==> src/rtl/light_pkg.sv <==
// Shared constants for the RGB PWM driver: level width,
// byte-slice positions within the 24-bit colour word, and a full-white value.
package light_pkg;

    localparam int PWM_W = 8;

    localparam int R_HI = 23;
    localparam int R_LO = 16;
    localparam int G_HI = 15;
    localparam int G_LO = 8;
    localparam int B_HI = 7;
    localparam int B_LO = 0;

    localparam logic [23:0] WHITE = 24'hFF_FFFF;

endpackage

==> src/rtl/pwm_channel.sv <==
// One PWM colour channel: level register with optional step-limited fade,
// and a registered compare against the shared period counter.
//
// Ports:
//   clk      in   system clock
//   rst      in   synchronous active-high reset
//   enable   in   0 forces the output low
//   update   in   period-end strobe; level moves toward target on this edge
//   target   in   requested level
//   pwm_cnt  in   shared period counter
//   level    out  current (faded) level
//   pwm      out  registered PWM drive
module pwm_channel
    import light_pkg::*;
#(
    parameter bit          FADE_EN   = 1'b1,
    parameter int unsigned FADE_STEP = 1
) (
    input  logic             clk,
    input  logic             rst,
    input  logic             enable,
    input  logic             update,
    input  logic [PWM_W-1:0] target,
    input  logic [PWM_W-1:0] pwm_cnt,
    output logic [PWM_W-1:0] level,
    output logic             pwm
);

    localparam logic [PWM_W-1:0] STEP = PWM_W'(FADE_STEP);

    logic [PWM_W-1:0] r_level;
    logic             r_pwm;
    logic [PWM_W-1:0] w_next_level;
    logic [PWM_W-1:0] w_diff;
    logic             w_up;

    // Distance is computed unsigned in the direction of travel, so a
    // step larger than the remaining gap snaps to target instead of
    // wrapping past 0 or 255.
    always_comb begin
        w_up         = (target > r_level);
        w_diff       = w_up ? (target - r_level) : (r_level - target);
        w_next_level = target;
        if (FADE_EN && (w_diff > STEP)) begin
            w_next_level = w_up ? (r_level + STEP) : (r_level - STEP);
        end
    end

    always_ff @(posedge clk) begin
        if (rst) begin
            r_level <= '0;
        end else if (update) begin
            r_level <= w_next_level;
        end
    end

    // Compare uses the level held before any same-edge update; at the
    // period-end edge pwm_cnt is 255, so the result is low either way.
    always_ff @(posedge clk) begin
        if (rst) begin
            r_pwm <= 1'b0;
        end else begin
            r_pwm <= enable && (pwm_cnt < r_level);
        end
    end

    assign level = r_level;
    assign pwm   = r_pwm;

endmodule

==> src/rtl/light_pwm_driver.sv <==
// Converts a 24-bit RGB target into three registered PWM lines with optional
// per-period fading. Holds the shared prescaler and 8-bit period counter.
//
// Ports:
//   clk           in   system clock
//   rst           in   synchronous active-high reset
//   light         in   target colour [23:16]=R [15:8]=G [7:0]=B
//   enable        in   1 runs PWM; 0 clears counters and forces outputs low
//   pwm_r/g/b     out  registered PWM drives
//   period_start  out  high in the first cycle of each PWM period
//   cur_rgb       out  current faded levels, same byte order as light
//   settled       out  cur_rgb equals light
module light_pwm_driver
    import light_pkg::*;
#(
    parameter int unsigned PRESCALE  = 4,
    parameter bit          FADE_EN   = 1'b1,
    parameter int unsigned FADE_STEP = 1
) (
    input  logic        clk,
    input  logic        rst,
    input  logic [23:0] light,
    input  logic        enable,
    output logic        pwm_r,
    output logic        pwm_g,
    output logic        pwm_b,
    output logic        period_start,
    output logic [23:0] cur_rgb,
    output logic        settled
);

    // Keep at least one bit so PRESCALE=1 still elaborates.
    localparam int PS_W = (PRESCALE > 1) ? $clog2(PRESCALE) : 1;
    localparam logic [PS_W-1:0]  PS_LAST = PS_W'(PRESCALE - 1);
    localparam logic [PWM_W-1:0] CNT_LAST = '1;

    logic [PS_W-1:0]  r_presc;
    logic [PWM_W-1:0] r_pwm_cnt;
    logic             w_tick;
    logic             w_update;
    logic [PWM_W-1:0] w_lvl_r;
    logic [PWM_W-1:0] w_lvl_g;
    logic [PWM_W-1:0] w_lvl_b;

    assign w_tick   = (r_presc == PS_LAST);
    assign w_update = enable && w_tick && (r_pwm_cnt == CNT_LAST);

    always_ff @(posedge clk) begin
        if (rst || !enable) begin
            r_presc   <= '0;
            r_pwm_cnt <= '0;
        end else if (w_tick) begin
            r_presc   <= '0;
            r_pwm_cnt <= r_pwm_cnt + PWM_W'(1);
        end else begin
            r_presc <= r_presc + PS_W'(1);
        end
    end

    assign period_start = enable && (r_presc == '0) && (r_pwm_cnt == '0);

    pwm_channel #(
        .FADE_EN   (FADE_EN),
        .FADE_STEP (FADE_STEP)
    ) u_ch_r (
        .clk     (clk),
        .rst     (rst),
        .enable  (enable),
        .update  (w_update),
        .target  (light[R_HI:R_LO]),
        .pwm_cnt (r_pwm_cnt),
        .level   (w_lvl_r),
        .pwm     (pwm_r)
    );

    pwm_channel #(
        .FADE_EN   (FADE_EN),
        .FADE_STEP (FADE_STEP)
    ) u_ch_g (
        .clk     (clk),
        .rst     (rst),
        .enable  (enable),
        .update  (w_update),
        .target  (light[G_HI:G_LO]),
        .pwm_cnt (r_pwm_cnt),
        .level   (w_lvl_g),
        .pwm     (pwm_g)
    );

    pwm_channel #(
        .FADE_EN   (FADE_EN),
        .FADE_STEP (FADE_STEP)
    ) u_ch_b (
        .clk     (clk),
        .rst     (rst),
        .enable  (enable),
        .update  (w_update),
        .target  (light[B_HI:B_LO]),
        .pwm_cnt (r_pwm_cnt),
        .level   (w_lvl_b),
        .pwm     (pwm_b)
    );

    assign cur_rgb = {w_lvl_r, w_lvl_g, w_lvl_b};
    assign settled = (cur_rgb == light);

endmodule

==> config.mk <==
export PLATFORM = sky130hd
export DESIGN_NAME = light_pwm_driver
export DESIGN_NICKNAME = d
export VERILOG_FILES = /design/src/rtl/light_pkg.sv /design/src/rtl/pwm_channel.sv /design/src/rtl/light_pwm_driver.sv
export SDC_FILE = /design/constraint.sdc
export NUM_CORES = 1
export LEC_CHECK = 0
export CELL_PAD_IN_SITES_DETAIL_PLACEMENT = 1
export CELL_PAD_IN_SITES_GLOBAL_PLACEMENT = 1
export CORE_MARGIN = 2
export CORE_UTILIZATION = 48
export CTS_BUF_LIST = sky130_fd_sc_hd__clkbuf_8
export DETAILED_ROUTE_END_ITERATION = 12
export GPL_TIMING_DRIVEN = 1
export HOLD_SLACK_MARGIN = 0.1
export PLACE_DENSITY = 0.89
export SLEW_MARGIN = 20
export SYNTH_ARGS = -nofsm -noshare
export SYNTH_HDL_FRONTEND = slang
export SYNTH_SLANG_ARGS = --single-unit
==> constraint.sdc <==
create_clock -name clk -period 13.5 [get_ports clk]
set_input_delay 4.05 -clock clk [delete_from_list [all_inputs] [get_ports clk]]
set_output_delay 4.05 -clock clk [all_outputs]
set_load 0.05 [all_outputs]
# Yosys cells after proc, flatten, opt, wreduce, memory -nomap -nowiden
# Cells that the tools add are included.
# Widths: inputs -> output; s select.
word_totals:
  input_bits: 27
  reg_bits: 37
  output_inout_bits: 29
  word_cells: 55
classes:
  muxes: 9
  add_sub_neg: 14
  n_reduce_logical: 12
  eq_ne: 3
  order_cmp: 9
ops:
  columns: ["operator", "n"]
  rows:
  - ["$mux 8", 9]
  - ["$sub 8x8->8", 6]
  - ["$add 8x1->8 const B", 4]
  - ["$eq 24x24->1", 1]
  - ["$gt 8x1->1 const B", 3]
  - ["$gt 8x8->1", 3]
  - ["$lt 8x8->1", 3]
  - ["$sub 8x1->8 const B", 3]
  - ["$eq 8x8->1 const B", 1]
  - ["$logic_not 8->1", 1]
  - ["$logic_and 1x1->1", 7]
  - ["$add 2x1->2 const B", 1]
  - ["$eq 2x2->1 const B", 1]
  - ["$logic_not 2->1", 1]
  - ["$reduce_or 2->1", 1]
  - ["$logic_not 1->1", 1]
  - ["$logic_or 1x1->1", 1]

# Depth between registers and ports, before layout
depth:
  depth_word: 4
  mapped_depth: 17
  ltp_nobuf: 17

# Cells and area by module
# From an unflattened synthesis, not the netlist that was laid out.
hier_totals:
  hier_cells: 669
  area_unflattened_um2: 5524.0
by_module_without_submodules:
  columns: ["mod", "seq_area_each_um2", "cells_per_inst", "area_per_inst_um2", "instances"]
  rows:
  - ["pwm_channel at u_ch_g ...", 180.2, 195, 1625.3, 2]
  - ["pwm_channel at u_ch_b", 180.2, 194, 1536.5, 1]
  - ["light_pwm_driver", 200.2, 85, 737.0, 1]

# Least setup slack after synthesis
# Ideal clock, no wire load.
synth_path:
  path_type: "input to output"
  from: "input port light[22]"
  to: "output port settled"
  stages: 6
  path_slack_ns: 3.379
  required_time_ns: 9.450
  path_buffers: 1
  arrival_ns: 6.071
  path_cell_list: "inv_1 > ha_1 > buf_2 > nand3_1 > or3_1 > nor3_1"
synth_via:
  elab_chain_cells: 1
synth_rtl:
  columns: ["item", "line", "source"]
  rows:
  - ["from (decl)", "light_pwm_driver.sv:22", "input logic [23:0] light,"]
  - ["$eq 24x24->1", "light_pwm_driver.sv:105", "assign settled = (cur_rgb == light);"]
  - ["to (decl)", "light_pwm_driver.sv:29", "output logic settled"]
# Every way passes these cells.

# Worst setup path after layout
layout_path:
  from: "input port light[21]"
  to: "output port settled"
# The elaborated chain is that of the path after synthesis.

==> impl_results.md <==
- Final Cycle Share: 80.3%
- Final critical delay including setup and external delays: 10.84 ns
- Placed cells: 786
- Detail-routed net length per standard cell: 19.3 µm
- Worst slew slack as a fraction of its limit: 34.7%
- Leakage power total: 2.46 nW
- Number of global-route vias before repair: 5,048
- Clock tree root driver cell: clkbuf_8
- Number of enable-type register cells in the synthesized netlist: 0
- Reg-to-reg slack, setup: 8.93 ns
- Max-cap violations: 0
- Syn_nets: 743
- HPWL after detailed placement: 11.9 mm
- Clock tree skew after final layout: 0.0111 ns
- Antenna violations before repair: 0
- Number of distinct library cell variants in the gate-level netlist after synthesis: 64
- Classification of the worst setup path: primary input to primary output
- Initial Utilization: 49.2%
- Number of storage elements in the synthesis netlist: 37
- Netlist area before placement: 5060 µm²
- Clock net sink count: 37
- Storage element area: 741 µm²
- RePlAce Congestion: 0.871
- Number of standard cells in the final layout excluding fillers: 794
- CTS tree: yes
- FP Rows: 37
- Total power density per cell area: 54.1 nW/µm²
- Die span in y: 107 µm
- Via/cell ratio: 6.00
- Final setup margin: 2.66 ns
- Total clock buffers created by CTS: 5
- Data required, critical path: 9.45 ns
- Top-Level Pins: 56
- Fillcell total: 1,248
- Combinational group share of total power: 25.5%
- Setup repair bufs after CTS: 0
- Outcome: finished, final reports clean
- H-Tree Depth: 2
- FMAX: 0.0922 GHz
- Global-route wire length before repair: 25.5 mm
- Power share of the sequential group: 34.8%
- Maximum number of buffers from clock root to sink: 2
- Maximum number of pins on one net before global-route repair: 31
- Ratio of cells with drive above 1 in the final layout: 5.17%
- Number of remaining DRC errors: 0
- Category of the worst setup path launch point: primary input
- Cell count after synthesis: 616
- Async set-reset flop share out of synthesis: 0%
- Final hold violation count: 0
- Combined global-route utilization of all metal layers: 27.9%
- Worst ir drop on vdd: 0.0411 mV
- PortBufs: 55
- Insertion delay to the later sink of the worst-skew pair: 0.30 ns
- Diode insertion count for antenna repair: 0
- Die boundary width: 107 µm
- Worst r2r src: u_ch_g.level[0]
- Total core area: 10,300 µm²
- Clock-pin slew on the worst setup and hold paths: 0.09 ns
- Synth Flop Type: dfxtp_1
- Number of nets in the layout: 784
- Worst Hold Class: flop to flop
- Launch point of the critical path: light[21]
- Total length of routed wires: 15.3 mm
- Final Util: 56.6%
- Biggest fanout along the worst timing path: 13
- Mean instance size in the synthesized netlist: 8.21 µm²
- Internal power: 0.000218 W
- Pre-CTS setup slack: 2.68 ns
- Final number of setup-violating endpoints: 0
- Total congestion overflow: 0
- Clock network fraction of total power: 39.7%
- Final count of pins violating max slew: 0
- Detailed-routing iteration count for the pre-antenna-repair pass: 4
- Post-cts sizing count: 0
- Worst setup endpoint: settled
- Sequential cell area fraction in the yosys report: 14.6%
- Area of the multi-input gates: 3930 µm²
- Unrepaired setup endpoints after global routing: no
- Layout Area Growth over Synthesis: 15.0%
- Number of nets still failing antenna checks after routing: 0
- Switching share of power: 30.8%
- Worst slack on hold paths: 0.477 ns
- FF-to-FF path depth: 15
- Detailed router's first-iteration violation count: 254
- Slew @ Worst Pin: 0.974 ns
- Count of warnings emitted by yosys: 0
- Crit. End Element: primary output
- Die area: 11,400 µm²
- Final-layout setup total negative slack: 0 ns
- Total number of vias: 4,766
- R2r endpoint: u_ch_g.level[7]
- Post-CTS Hold Buffers: 0
- CP arrival: 6.79 ns
- Switching power total: 0.0000971 W
==> cells in the mapped netlist (all sizes together) (17+ instances only) <==
cell type	instances	share of area, %
a211oi	19	3.3
dfxtp	37	15
nand2	21	1.6
inv	67	5.0
a21oi	38	3.9
nor2	51	3.8
ha	91	23
o21ai	26	2.6
buf	17	2.0
mux2i	25	4.9
xor2	22	3.8
a21o	37	5.5
==> layout make-up <==
class / count / area share (%)
timing repair buffer: 60 / 10.1
inverter: 67 / 4.32
tap: 136 / 2.92
clock inverter: 3 / 1.18
clock buffer: 5 / 1.18
sequential: 37 / 12.7
multi-input combinational: 486 / 67.6
==> power by group through the flow <==
stage                     Combinational [W]  Clock (W)  Sequential [W]
after global routing              0.0000888   0.000131        0.000110
after detailed placement          0.0000786          0        0.000112
after CTS                         0.0000800   0.000126        0.000110
after global placement            0.0000752          0        0.000112
final                             0.0000805   0.000125        0.000110
after floorplan                   0.0000541          0        0.000112
==> cell usage in the layout, fill, tap and decap left out, drive strengths merged, types with 6 or more instances in the layout <==
cell type and count:
ha 91, o21a 6, xor2 22, nor2b 6, nor3 11, mux2i 25
o21ai 26, nand2b 12, nor2 51, or3 6, a31oi 7, fa 9
clkdlybuf4s50 55, nand3 11, a2111oi 8, a21o 37, a21oi 38, inv 68
xnor2 12, dfxtp 37, nand2 21, nand4 9, a211oi 19
==> through the flow <==
stage | power (W) | instance area (µm²)
after floorplan | 0.000166 | 5060
after global placement | 0.000187 | 5680
after detailed placement | 0.000191 | 5680
after CTS | 0.000316 | 5820
after global routing | 0.000329 | 5820
final | 0.000315 | 5820
==> worst max-delay path, cell delays in order <==
cell and delay, ns:
clkdlybuf4s50_1 0.50, inv_1 0.05, ha_1 0.51, nand3_1 0.18, or3_1 0.43, nor3_1 0.22
clkdlybuf4s50_1 0.85
==> cell families after synthesis <==
logic type,Yosys count,share of synthesized area [%]
AO/OA/AOI/OAI,174,25.2
XOR/XNOR,34,5.89
adder cells (fa/ha/maj),100,26.1
AND/OR/NAND/NOR,152,15.3
buffers and inverters,93,7.67
flip-flops,37,14.6
multiplexers,26,5.17
==> per-layer routing <==
metal	part of all wire (%)	track usage (%)	wire length, µm
met1	45	35.0	6910
met2	49	50.0	7500
met3	3.5	3.47	530
met4	2.5	7.61	385
met5	0	0	0
==> state kept, by name (all words and copies together), names as in the netlist <==
name	count
r_pwm_cnt	8
u_ch_b.level	8
u_ch_g.level	8
u_ch_r.level	8
r_presc	2
u_ch_b.pwm	1
u_ch_g.pwm	1
u_ch_r.pwm	1
==> worst min path at each step <==
stage,cells past startpoint,slack [ns],start,to
3_3_place_gp,1,0.44,r_presc[0],r_presc[0]
3_5_place_dp,1,0.47,r_presc[0],r_presc[0]
2_1_floorplan,1,0.43,r_presc[0],r_presc[0]
5_1_grt,1,0.50,r_presc[0],r_presc[0]
4_1_cts,1,0.49,r_presc[0],r_presc[0]
6_report,1,0.48,r_presc[0],r_presc[0]
No activity file was read; power rests on OpenSTA's default activity.
